--- src/rtl/debug_pkg.sv ---
// Shared types and constants for the debug UART frame transmitter.
// Holds the FSM state encodings, frame geometry and the debug mode tags.
package debug_pkg;

   typedef enum logic [2:0] {
      ST_IDLE  = 3'd0,
      ST_START = 3'd1,
      ST_DATA  = 3'd2,
      ST_STOP  = 3'd3,
      ST_DONE  = 3'd4
   } state_t;

   // Frame-level sequencer states. The bit-level phases live in the byte engine.
   typedef enum logic [1:0] {
      FR_IDLE = 2'd0,
      FR_SEND = 2'd1,
      FR_DONE = 2'd2
   } frame_state_t;

   localparam int         FRAME_BYTES = 5;
   localparam logic [4:0] HEADER_HI   = 5'b10100;

   localparam logic [2:0] MODE_READ_REG  = 3'b000;
   localparam logic [2:0] MODE_WRITE_REG = 3'b001;
   localparam logic [2:0] MODE_READ_MEM  = 3'b010;
   localparam logic [2:0] MODE_WRITE_MEM = 3'b011;
   localparam logic [2:0] MODE_STEP      = 3'b100;
   localparam logic [2:0] MODE_STATUS    = 3'b101;

   function automatic logic [7:0] header_byte(input logic [4:0] hi, input logic [2:0] mode);
      return {hi, mode};
   endfunction

endpackage

--- src/rtl/debug_uart_tx_if.sv ---
// Request/response bundle between the debug controller and the UART frame transmitter.
//
// Handshake: tx_flag is a level request. It is accepted on the rising edge where the
// transmitter is idle and armed; mode/data_internal are sampled on that edge only.
// The controller keeps tx_flag high until doneSending (a one-cycle pulse) is seen.
// busy is high from the cycle after acceptance through the doneSending cycle.
// The transmitter only re-arms after seeing tx_flag low while idle.
interface debug_uart_tx_if;
   logic                  tx_flag;
   logic [2:0]            mode;
   logic [31:0]           data_internal;
   logic                  uart_tx;
   logic                  busy;
   logic                  doneSending;
   debug_pkg::state_t     dbg_state;

   modport master (
      output tx_flag, mode, data_internal,
      input  uart_tx, busy, doneSending, dbg_state
   );

   modport slave (
      input  tx_flag, mode, data_internal,
      output uart_tx, busy, doneSending, dbg_state
   );
endinterface

--- src/rtl/uart_byte_tx.sv ---
// Byte-level 8N1 shifter: start bit, 8 data bits LSB first, stop bit.
// A start request during the last stop-bit cycle chains the next byte with no idle gap.
module uart_byte_tx
   import debug_pkg::*;
#(
   parameter int CLKS_PER_BIT = 434
) (
   input  logic       clk_i,
   input  logic       rst_ni,
   input  logic       start_i,
   input  logic [7:0] data_i,
   output logic       tx_o,
   output logic       done_o,
   output state_t     state_o
);

   localparam int                CNT_W    = $clog2(CLKS_PER_BIT);
   localparam logic [CNT_W-1:0]  CNT_LAST = CNT_W'(CLKS_PER_BIT - 1);

   state_t            st_q;
   logic [CNT_W-1:0]  cnt_q;
   logic [2:0]        bit_q;
   logic [7:0]        sh_q;
   logic              tx_q;
   logic              bit_end;

   assign bit_end = (cnt_q == CNT_LAST);
   // Asserted during the final stop-bit cycle so the caller can chain the next byte.
   assign done_o  = (st_q == ST_STOP) && bit_end;
   assign tx_o    = tx_q;
   assign state_o = st_q;

   always_ff @(posedge clk_i or negedge rst_ni) begin
      if (!rst_ni) begin
         st_q  <= ST_IDLE;
         cnt_q <= '0;
         bit_q <= '0;
         sh_q  <= '0;
         tx_q  <= 1'b1;
      end else begin
         case (st_q)
            ST_IDLE: begin
               cnt_q <= '0;
               tx_q  <= 1'b1;
               if (start_i) begin
                  sh_q  <= data_i;
                  bit_q <= '0;
                  tx_q  <= 1'b0;
                  st_q  <= ST_START;
               end
            end

            ST_START: begin
               if (bit_end) begin
                  cnt_q <= '0;
                  bit_q <= '0;
                  tx_q  <= sh_q[0];
                  sh_q  <= {1'b0, sh_q[7:1]};
                  st_q  <= ST_DATA;
               end else begin
                  cnt_q <= cnt_q + CNT_W'(1);
               end
            end

            ST_DATA: begin
               if (bit_end) begin
                  cnt_q <= '0;
                  if (bit_q == 3'd7) begin
                     tx_q <= 1'b1;
                     st_q <= ST_STOP;
                  end else begin
                     bit_q <= bit_q + 3'd1;
                     tx_q  <= sh_q[0];
                     sh_q  <= {1'b0, sh_q[7:1]};
                  end
               end else begin
                  cnt_q <= cnt_q + CNT_W'(1);
               end
            end

            ST_STOP: begin
               if (bit_end) begin
                  cnt_q <= '0;
                  if (start_i) begin
                     sh_q  <= data_i;
                     bit_q <= '0;
                     tx_q  <= 1'b0;
                     st_q  <= ST_START;
                  end else begin
                     tx_q <= 1'b1;
                     st_q <= ST_IDLE;
                  end
               end else begin
                  cnt_q <= cnt_q + CNT_W'(1);
               end
            end

            default: begin
               cnt_q <= '0;
               tx_q  <= 1'b1;
               st_q  <= ST_IDLE;
            end
         endcase
      end
   end

endmodule

--- src/rtl/debug_uart_tx.sv ---
// Debug frame transmitter: sends {HEADER_HI, mode} then data_internal bytes LSB first
// over an 8N1 UART line, one frame per armed request.
module debug_uart_tx #(
   parameter int         CLKS_PER_BIT = 434,
   parameter logic [4:0] HEADER_HI    = debug_pkg::HEADER_HI
) (
   input  logic                  CLK,
   input  logic                  RST,
   debug_uart_tx_if.slave        bus
);

   import debug_pkg::*;

   frame_state_t fst_q;
   logic         armed_q;
   logic [31:0]  data_q;
   logic [2:0]   byte_idx_q;
   logic         busy_q;
   logic         done_q;

   logic         capture;
   logic         byte_start;
   logic [7:0]   byte_data;
   logic         byte_done;
   logic         byte_tx;
   state_t       byte_state;

   assign capture = (fst_q == FR_IDLE) && bus.tx_flag && armed_q;

   // The header is built from the live mode input on the capture edge, so the mode
   // is captured straight into the byte shifter rather than a separate register.
   always_comb begin
      byte_start = 1'b0;
      byte_data  = 8'h00;
      if (capture) begin
         byte_start = 1'b1;
         byte_data  = header_byte(HEADER_HI, bus.mode);
      end else if ((fst_q == FR_SEND) && byte_done &&
                   (byte_idx_q < 3'(FRAME_BYTES - 1))) begin
         byte_start = 1'b1;
         byte_data  = data_q[{byte_idx_q[1:0], 3'b000} +: 8];
      end
   end

   uart_byte_tx #(
      .CLKS_PER_BIT(CLKS_PER_BIT)
   ) u_byte (
      .clk_i   (CLK),
      .rst_ni  (RST),
      .start_i (byte_start),
      .data_i  (byte_data),
      .tx_o    (byte_tx),
      .done_o  (byte_done),
      .state_o (byte_state)
   );

   always_ff @(posedge CLK or negedge RST) begin
      if (!RST) begin
         fst_q      <= FR_IDLE;
         armed_q    <= 1'b0;
         data_q     <= '0;
         byte_idx_q <= '0;
         busy_q     <= 1'b0;
         done_q     <= 1'b0;
      end else begin
         case (fst_q)
            FR_IDLE: begin
               byte_idx_q <= '0;
               if (!bus.tx_flag) begin
                  armed_q <= 1'b1;
               end else if (armed_q) begin
                  armed_q <= 1'b0;
                  data_q  <= bus.data_internal;
                  busy_q  <= 1'b1;
                  fst_q   <= FR_SEND;
               end
            end

            FR_SEND: begin
               if (byte_done) begin
                  if (byte_idx_q < 3'(FRAME_BYTES - 1)) begin
                     byte_idx_q <= byte_idx_q + 3'd1;
                  end else begin
                     done_q <= 1'b1;
                     fst_q  <= FR_DONE;
                  end
               end
            end

            FR_DONE: begin
               // A request still held high here leaves armed_q clear, so no repeat frame.
               done_q     <= 1'b0;
               busy_q     <= 1'b0;
               byte_idx_q <= '0;
               fst_q      <= FR_IDLE;
            end

            default: begin
               done_q <= 1'b0;
               busy_q <= 1'b0;
               fst_q  <= FR_IDLE;
            end
         endcase
      end
   end

   assign bus.uart_tx     = byte_tx;
   assign bus.busy        = busy_q;
   assign bus.doneSending = done_q;
   assign bus.dbg_state   = (fst_q == FR_IDLE) ? ST_IDLE :
                            (fst_q == FR_DONE) ? ST_DONE : byte_state;

endmodule

--- src/flat_wrapper.sv ---
// flat-port wrapper written by rule: the top's interface ports become plain ports
module debug_uart_tx_flat import debug_pkg::*;
#(
   parameter int         CLKS_PER_BIT = 434,
   parameter logic [4:0] HEADER_HI    = debug_pkg::HEADER_HI
)
  (CLK, RST, bus_tx_flag, bus_mode, bus_data_internal, bus_uart_tx, bus_busy, bus_doneSending, bus_dbg_state);
  debug_uart_tx_if bus_i ();
  input  logic CLK;
  input  logic RST;
  input wire logic [$bits(bus_i.tx_flag)-1:0] bus_tx_flag;
  input wire logic [$bits(bus_i.mode)-1:0] bus_mode;
  input wire logic [$bits(bus_i.data_internal)-1:0] bus_data_internal;
  output wire logic [$bits(bus_i.uart_tx)-1:0] bus_uart_tx;
  output wire logic [$bits(bus_i.busy)-1:0] bus_busy;
  output wire logic [$bits(bus_i.doneSending)-1:0] bus_doneSending;
  output wire logic [$bits(bus_i.dbg_state)-1:0] bus_dbg_state;
  assign bus_i.tx_flag = bus_tx_flag;
  assign bus_i.mode = bus_mode;
  assign bus_i.data_internal = bus_data_internal;
  assign bus_uart_tx = bus_i.uart_tx;
  assign bus_busy = bus_i.busy;
  assign bus_doneSending = bus_i.doneSending;
  assign bus_dbg_state = bus_i.dbg_state;
  debug_uart_tx #(.CLKS_PER_BIT(CLKS_PER_BIT), .HEADER_HI(HEADER_HI)) u_core (.CLK(CLK), .RST(RST), .bus(bus_i));
endmodule
--- config.mk ---
export PLATFORM = sky130hd
export DESIGN_NAME = debug_uart_tx_flat
export DESIGN_NICKNAME = d
export VERILOG_FILES = /design/src/rtl/debug_pkg.sv /design/src/rtl/debug_uart_tx_if.sv /design/src/rtl/uart_byte_tx.sv /design/src/rtl/debug_uart_tx.sv /design/src/flat_wrapper.sv
export SDC_FILE = /design/constraint.sdc
export NUM_CORES = 1
export LEC_CHECK = 0
export ABC_CLOCK_PERIOD_IN_PS = 2100
export CAP_MARGIN = 20
export CORE_MARGIN = 2
export CORE_UTILIZATION = 50
export DETAILED_ROUTE_END_ITERATION = 10
export PLACE_DENSITY = 0.78
export SLEW_MARGIN = 20
export SYNTH_ARGS = -nofsm -noshare
export SYNTH_HDL_FRONTEND = slang
export SYNTH_SLANG_ARGS = --single-unit
--- constraint.sdc ---
create_clock -name CLK -period 2.1 [get_ports CLK]
set_input_delay 0.42 -clock CLK [delete_from_list [all_inputs] [get_ports CLK]]
set_output_delay 0.42 -clock CLK [all_outputs]
set_load 0.05 [all_outputs]
# Yosys cells after proc, flatten, opt, wreduce, memory -nomap -nowiden
# Cells that the tools add are included.
op_classes:
  n_lt_le_gt_ge: 1
  eq_ne: 18
  bitwise: 2
  n_shift: 1
  reduce_logical: 19
  n_mux: 48
  add_sub_neg: 3
ops:
  columns: ["operator", "n"]
  rows:
  - ["$mux 8", 7]
  - ["$mux 3", 14]
  - ["$pmux 8 s4", 1]
  - ["$shiftx 32x6->8", 1]
  - ["$pmux 3 s4", 2]
  - ["$mux 9", 2]
  - ["$ne 2x2->1 const B", 8]
  - ["$reduce_and 3->1", 5]
  - ["$mux 1", 13]
  - ["$reduce_and 5->1", 2]
  - ["$add 9x1->9 const B", 1]
  - ["$eq 9x9->1 const B", 1]
  - ["$mux 2", 4]
  - ["$add 3x1->3 const B", 2]
  - ["$eq 3x2->1 const B", 2]
  - ["$ne 2x1->1 const B", 3]
  - ["$pmux 3 s2", 1]
  - ["$logic_and 1x1->1", 5]
  - ["$pmux 1 s2", 2]
  - ["$pmux 1 s4", 1]
  - ["$pmux 2 s2", 1]
  - ["$reduce_and 4->1", 1]
  - ["$reduce_bool 4->1", 1]
  - ["$eq 3x1->1 const B", 1]
  - ["other kinds (10)", 11]
totals:
  register_bits: 64
  output_inout_bits: 6

# Logic depth before layout (Yosys ltp)
# Gate-level depths: netlist of the first run.
depth:
  word_depth: 9
  ltp_mapped: 8
  depth_no_buf: 6

# Hierarchy
# From an unflattened synthesis of the first run, not the netlist that was laid out.
hier_totals:
  hier_cells: 237
  hier_area_um2: 3131.8
modules_own_cells:
  columns: ["module", "seq_area_each_um2", "cells_per_inst", "instances", "area_each_um2"]
  rows:
  - ["debug_uart_tx", 1001.0, 121, 1, 1853.0]
  - ["uart_byte_tx", 576.8, 116, 1, 1278.7]

# Worst setup path after synthesis of the first run
# No wires, ideal clock.
synth_path:
  path_kind: "register to register"
  from: "register u_core.u_byte.cnt_q[1]"
  to: "register u_core.u_byte.sh_q[3]"
  n_path_buf: 1
  arrival_time_ps: 1683
  path_stages_with_launch: 8
  setup_slack_ps: 292
  path_cell_list: "dfrtp_1 -> inv_1 -> ha_1 -> and4b_2 -> nand4_1 -> a211oi_2 -> buf_6 -> mux2_4"
synth_via:
  elab_chain_len: 9
  elab_cells_between_ends: 15
  classes_between: "eq/ne: 4; mux: 7; reduce/logical: 4"
synth_rtl:
  columns: ["element", "line", "rtl"]
  rows:
  - ["start, declared", "uart_byte_tx.sv:21", "logic [CNT_W-1:0] cnt_q;"]
  - ["start signal, assigned", "uart_byte_tx.sv:61", "cnt_q <= cnt_q + CNT_W'(1);"]
  - ["start signal, assigned", "uart_byte_tx.sv:77", "cnt_q <= cnt_q + CNT_W'(1);"]
  - ["start signal, assigned", "uart_byte_tx.sv:94", "cnt_q <= cnt_q + CNT_W'(1);"]
  - ["$eq 9x9->1 (*)", "uart_byte_tx.sv:27", "assign bit_end = (cnt_q == CNT_LAST);"]
  - ["$logic_and 1x1->1", "uart_byte_tx.sv:29", "assign done_o = (st_q == ST_STOP) && bit_end;"]
  - ["$logic_and 1x1->1 (2 in series)", "debug_uart_tx.sv:38", "end else if ((fst_q == FR_SEND) && byte_done &&"]
  - ["$mux 8 or $mux 1 (tied branches)", "debug_uart_tx.sv:38", null]
  - ["$mux 8 or $mux 1 (tied branches)", "debug_uart_tx.sv:35", "if (capture) begin"]
  - ["$mux 8", "uart_byte_tx.sv:45, uart_byte_tx.sv:84", null]
  - ["$mux 8", "uart_byte_tx.sv:82", "if (bit_end) begin"]
  - ["$pmux 8 s4", "uart_byte_tx.sv:41", "case (st_q)"]
  - ["end signal, assigned", "uart_byte_tx.sv:46", "sh_q <= data_i;"]
  - ["end signal, assigned", "uart_byte_tx.sv:58", "sh_q <= {1'b0, sh_q[7:1]};"]
  - ["end signal, assigned", "uart_byte_tx.sv:85", "sh_q <= data_i;"]
  - ["end, declared", "uart_byte_tx.sv:23", "logic [7:0] sh_q;"]
# Every way passes the cells marked *; elsewhere a longest branch is shown, timed or not. The select of a mux whose other input is x is not followed.
# A chain may end at the register's enable or synchronous reset.

# Worst setup path after layout of the first run
layout_path:
  from: "register u_core.u_byte.cnt_q[1]"
  to: "register u_core.u_byte.bit_q[0]"
layout_via:
  elab_chain_len: 9
  elab_cells_between_ends: 13
  classes_between: "eq/ne: 4; mux: 5; reduce/logical: 4"
layout_rtl:
  columns: ["element", "line", "rtl"]
  rows:
  - ["$eq 9x9->1 (*)", "uart_byte_tx.sv:27", null]
  - ["$logic_and 1x1->1", "uart_byte_tx.sv:29", null]
  - ["$logic_and 1x1->1 (2 in series)", "debug_uart_tx.sv:38", null]
  - ["$mux 1", "debug_uart_tx.sv:38", null]
  - ["$mux 1", "debug_uart_tx.sv:35", null]
  - ["$mux 3 (2 in series)", null, null]
  - ["$pmux 3 s4", null, null]
  - ["end signal, assigned", "uart_byte_tx.sv:72", "bit_q <= bit_q + 3'd1;"]
  - ["end, declared", "uart_byte_tx.sv:22", "logic [2:0] bit_q;"]
# Marked as above.

==> out/summary.txt, run 1 <==
ANT cells - 0
Final Setup Violations - 0
Synthesis Warnings - 0
CP endpoint kind - flip-flop
Placed Area - 3660 µm²
Fin Clk Skew - 0.00820 ns
Post-synth EDFFs - 0
Critical Path AT - 2.24 ns
Avg Cell Area, Syn - 9.92 µm²
Area Overhead vs Synth - 23.8%
Fin crit period - 2.00 ns
Core area - 5990 µm²
Mapped Cells - 316
Via density - 5.34
Drt wl/cell - 14.5 µm
Most common cell in the netlist - nand2_1
Root Driver - clkbuf_8
Top routing layer used - met4
Layout cells sized above 1 - 0.164
Starting DRC count in detailed routing - 197
CTS H-tree depth - 3
Num rows - 28
Ranking of synthesized cells by area - dfrtp_1, nand2_1, mux4_2
Max_cap viols - 0
Layout Cells excl Fill - 448
Worst R2R Path Depth - 7
Met3 wire len - 257 µm
Post-route DRC - 0
Synth area leader - dfrtp_1
Clock Latency Late Sink - 0.34 ns
Largest net degree at the start of global routing - 64
Gr usage total - 0.200
Die Area - 6920 µm²
CTS tree - yes
RD Place Congestion - 0.755
CTS sink count - 63
Routed Antenna Nets - 0
Peak VDD IR - 0.456 mV
Hold slack - 0.0799 ns
Vias - 2393
Post-synth net total - 364
CP startpoint kind - flip-flop
Most frequent cells after synthesis - nand2_1, dfrtp_1, nor2_1
Status - finished, final reports clean
CP Class - reg2reg
Initial core utilization - 0.523
Final Net Count - 417
Layout fillers - 459
Slew Viols, Final - 0
Final Hold Vio Count - 0
Max FO, Critical Path - 10
CTS Hold Buffers Added - 0
Worst-margin pin slew - 0.489 ns
Die Wd - 83.2 µm
Clk slew on worst S/H paths - 0.07 ns
Post-synth ARST share - 1.00
First-pass GRT wire length - 11100 µm
Final core utilization - 0.648
Ports - 44
Max Buffers Root-to-Sink - 2
Total CTS buffers - 9
Worst slew margin - 0.673
Worst hold path class - in2async
Yosys reg bits - 63
Antenna violations before repair - 0
Sequential fraction of the synthesis area - 0.503
Leakage Power - 1.82 nW
Total detailed-routing wirelength - 6490 µm
Placed Cells - 429
Buffers on Ports - 43
Fmax - 0.499 GHz
Fin crit share - 0.954
Top_reg_cell synth - dfrtp_1
Initial DRT Pass Iterations - 4
Fin area - 3880 µm²
Number of global-route vias before repair - 2439
Synth top area share - 0.495
Pwr per Cell Area - 731 nW/µm²
Worst Slack Setup Final - 0.0958 ns
Aggregate global routing overflow - 0
Worst R2R End - u_core.u_byte.bit_q[0]
DP HPWL - 4450 µm
R2R setup slack - 0.1 ns
Die extent in y - 83.2 µm
CP required - 2.33 ns
Post-place setup slack - -0.0107 ns
Met2 wire length - 3100 µm
FF-to-FF Start - u_core.u_byte.cnt_q[1]
Mapped Area - 3140 µm²
Post-Route M1 WL - 2990 µm
Unique masters post-synth - 50
==> what timing repair did <==
action | in CTS | in global routing
gates resized for setup | 0 | 3
endpoints found under the hold margin | 0 | 0
setup buffers | 0 | 4
endpoints found under the setup margin | 0 | 4
==> final cells by class <==
| class | count | area (µm²) | share of cell area |
|---|---|---|---|
| clock inverters | 3 | 17.5 | 0.00451 |
| multi-input cells | 223 | 1430 | 0.368 |
| inverters | 14 | 52.6 | 0.0135 |
| flip-flops and latches | 63 | 1580 | 0.407 |
| well taps | 75 | 93.8 | 0.0242 |
| clock buffers | 12 | 165 | 0.0426 |
| repair buffers | 58 | 544 | 0.140 |
==> report_power, final <==
group	internal [W]	total [W]	leakage, nW	switching [W]
Clock	0.000514	0.000971	0.0942	0.000457
Sequential	0.00141	0.00152	0.782	0.000108
Combinational	0.000198	0.000345	0.946	0.000147
Total	0.00212	0.00284	1.82	0.000713
==> cells in the final DEF, fill, tap and decap left out, types with 2 or more instances in the layout <==
cell and n:
dfrtp_1 62, nor2b_1 3, a21boi_0 2, ha_1 10, mux4_2 8, xnor2_1 5
nand3_1 7, clkdlybuf4s50_1 38, and3_1 2, nor2_1 20, o22ai_1 2, clkbuf_8 12
and2_1 2, mux2i_1 4, a221oi_1 3, nand4_1 5, mux2_4 3, inv_1 14
nand2_1 104, nor3_1 4, a2bb2oi_1 2, and4bb_2 2, o32ai_1 3, o21ai_0 8
buf_4 17, xor2_1 2, clkinv_2 2
==> metal layers <==
metal	vias up	GRT usage
li1	1175	-
met1	1150	0.262
met2	54	0.319
met3	14	0.0517
met4	0	0.0820
met5	-	0
==> how the worst max path moves through the flow <==
stage / startpoint / endpoint / slack (ns)
2_1_floorplan: u_core.u_byte.cnt_q[1] / u_core.u_byte.sh_q[3] / 0.29
3_3_place_gp: bus_tx_flag / u_core.u_byte.bit_q[0] / 0.02
3_5_place_dp: bus_tx_flag / u_core.u_byte.bit_q[0] / -0.01
4_1_cts: u_core.u_byte.cnt_q[1] / u_core.u_byte.bit_q[0] / 0.03
5_1_grt: u_core.u_byte.cnt_q[1] / u_core.u_byte.bit_q[0] / -0.009
6_report: u_core.u_byte.cnt_q[1] / u_core.u_byte.bit_q[0] / 0.1
==> stage by stage <==
step | TNS [ns] | total power [W]
floorplan | 0 | 0.00171
global placement | 0 | 0.00186
detailed placement | -0.0107 | 0.00189
CTS | 0 | 0.00286
global route | -0.00880 | 0.00298
finish | 0 | 0.00284
==> flip-flops by register name, summed over array words and instances, names as in the netlist <==
name,count
u_core.byte_idx_q,3
u_core.u_byte.bit_q,3
u_core.u_byte.sh_q,8
u_core.bus.doneSending,1
u_core.u_byte.cnt_q,9
u_core.armed_q,1
u_core.u_byte.state_o,2
u_core.data_q,32
u_core.fst_q,2
u_core.bus.busy,1
u_core.u_byte.tx_o,1
==> worst max-delay path, stage by stage, from the launching register on <==
cell	delay, ns
dfrtp_1	0.40
inv_1	0.06
ha_1	0.13
and4b_4	0.33
nand4_1	0.14
a211oi_2	0.31
buf_6	0.19
mux2_2	0.33
==> logic make-up after synthesis <==
family                   count (synthesis)  synth area share
buffers and inverters                   30            0.0427
adder cells (fa/ha/maj)                 10            0.0399
XOR/XNOR                                 7            0.0196
AND/OR/NAND/NOR                        159             0.229
flip-flops                              63             0.503
multiplexers                            16            0.0882
AO/OA/AOI/OAI                           31            0.0770
No activity file was read; power rests on OpenSTA's default activity.
==> inputs of run 2 (changes only) <==
Settings changed: SETUP_SLACK_MARGIN from default to 0.2.
==> out/summary.txt, run 2 (same netlist as run 1, synthesis figures left out) <==
Die Area - 6920 µm²
Gr usage total - 0.203
Critical Path AT - 2.14 ns
Ports - 44
Aggregate global routing overflow - 0
Fin Clk Skew - 0.00929 ns
Largest net degree at the start of global routing - 64
CTS sink count - 63
Root Driver - clkbuf_8
Starting DRC count in detailed routing - 210
Final Power - 0.00285 W
CTS Hold Buffers Added - 0
Most flop-heavy register - u_core.data_q
Fin crit share - 0.910
Leakage Power - 1.84 nW
CP required - 2.32 ns
Final Setup Violations - 0
Post-place setup slack - -0.0107 ns
Via density - 5.37
Initial DRT Pass Iterations - 4
Max FO, Critical Path - 7
Fin crit period - 1.91 ns
Max_cap viols - 0
Antenna violations before repair - 0
Vias - 2418
Die Wd - 83.2 µm
Total CTS buffers - 9
CP Cell Sequence - inv_1 > ha_1 > and4b_2 > nand4_1 > a211oi_2 > buf_6 > mux2_4
Routed Antenna Nets - 0
Die extent in y - 83.2 µm
Worst-margin pin slew - 0.484 ns
Family with the most delay on the worst path - simple AND/OR/NAND/NOR gates
Worst hold path class - in2async
Fmax - 0.523 GHz
Most frequent cells in the layout - nand2_1, dfrtp_1, clkdlybuf4s50_1
R2R setup slack - 0.19 ns
Largest stage delay, worst path - 0.40 ns
Placed Cells - 429
Power share of the combinational group - 0.123
RD Place Congestion - 0.755
Core area - 5990 µm²
FF-to-FF Start - u_core.u_byte.cnt_q[1]
CP endpoint kind - flip-flop
Clock Power Share - 0.343
Layout Cells excl Fill - 450
DP HPWL - 4450 µm
Number of global-route vias before repair - 2472
Layout fillers - 451
Largest register FFs - 32
Pwr per Cell Area - 728 nW/µm²
First-pass GRT wire length - 11300 µm
Register share of total power - 0.534
Int Pwr - 0.00212 W
Final Net Count - 419
CP bufs+invs - 2
Num rows - 28
Max Buffers Root-to-Sink - 2
CP max-delay cell - dfrtp_1
Worst R2R Path Depth - 7
Switching pwr - 0.000725 W
Peak VDD IR - 0.462 mV
Clk slew on worst S/H paths - 0.07 ns
CTS tree - yes
Post-route DRC - 0
Slew Viols, Final - 0
Clock Latency Late Sink - 0.35 ns
Area Overhead vs Synth - 24.8%
Worst slew margin - 0.678
Initial core utilization - 0.523
Layout cells sized above 1 - 0.179
Final Hold Vio Count - 0
Top flop regs - u_core.data_q (32), u_core.u_byte.cnt_q (9), u_core.u_byte.sh_q (8)
CP startpoint kind - flip-flop
Worst Slack Setup Final - 0.190 ns
Drt wl/cell - 14.6 µm
Status - finished, final reports clean
ANT cells - 0
Worst R2R End - u_core.u_byte.sh_q[3]
Switching part of the total - 0.254
Buffers on Ports - 43
CP Class - reg2reg
Most common cell after layout, fill and taps aside - nand2_1
RSZ-0062 raised after global routing - true
CTS H-tree depth - 3
Total detailed-routing wirelength - 6570 µm
[run 2: area by class of cell]
cell class	instances	area (µm²)	area share
clock buffer	12	165	0.0422
clock inverter	3	17.5	0.00448
inverter	14	52.6	0.0134
multi-input combinational	223	1450	0.370
sequential	63	1580	0.403
tap	75	93.8	0.0240
timing repair buffer	60	557	0.142
[run 2: through the flow]
stage	util	TNS (ns)	instance area (µm²)	hold WS, ns
finish	0.653	0	3910	0.0794
CTS	0.646	0	3870	0.0872
floorplan	-	0	3140	0.124
global route	0.653	0	3910	0.104
detailed placement	0.611	-0.0107	3660	0.458
global placement	0.611	0	3660	0.454
[run 2: per-layer routing]
metal | global-route usage | vias to the layer above | share of wire
met5 | 0 | - | 0
met4 | 0.0790 | 0 | 0.026
met3 | 0.0517 | 17 | 0.042
met2 | 0.328 | 65 | 0.48
met1 | 0.262 | 1157 | 0.45
li1 | - | 1179 | -
[run 2: timing repair]
action                     4_1_cts  5_1_grt
gates resized for setup          3        6
buffers inserted                 4        2
setup endpoints to repair        8       13
pin swaps                        1        2
[run 2: worst max-delay path by stage]
stage | start | end | slack [ns] | depth (start not counted)
after floorplan | u_core.u_byte.cnt_q[1] | u_core.u_byte.sh_q[3] | 0.29 | 7
after global placement | bus_tx_flag | u_core.u_byte.bit_q[0] | 0.02 | 6
after detailed placement | bus_tx_flag | u_core.u_byte.bit_q[0] | -0.01 | 6
after CTS | u_core.u_byte.cnt_q[1] | u_core.u_byte.bit_q[0] | 0.18 | 7
after global routing | u_core.u_byte.cnt_q[1] | u_core.u_byte.sh_q[3] | 0.13 | 7
final | u_core.u_byte.cnt_q[1] | u_core.u_byte.sh_q[3] | 0.19 | 7
[run 2: worst register-to-register path: cells and delay by family (launching register included)]
| family | cells | cell delay, ns |
|---|---|---|
| muxes | 1 | 0.31 |
| adders and majority gates | 1 | 0.12 |
| and+or+nand+nor | 2 | 0.46 |
| buffers and inverters | 2 | 0.23 |
| AOI/OAI and AO/OA | 1 | 0.27 |
| DFF | 1 | 0.40 |
[run 2: power groups by stage]
stage	Sequential (W)	Combinational, W	Clock, W
floorplan	0.00150	0.000211	0
global placement	0.00152	0.000333	0
detailed placement	0.00154	0.000349	0
CTS	0.00152	0.000352	0.000988
global route	0.00154	0.000404	0.00104
finish	0.00152	0.000349	0.000977
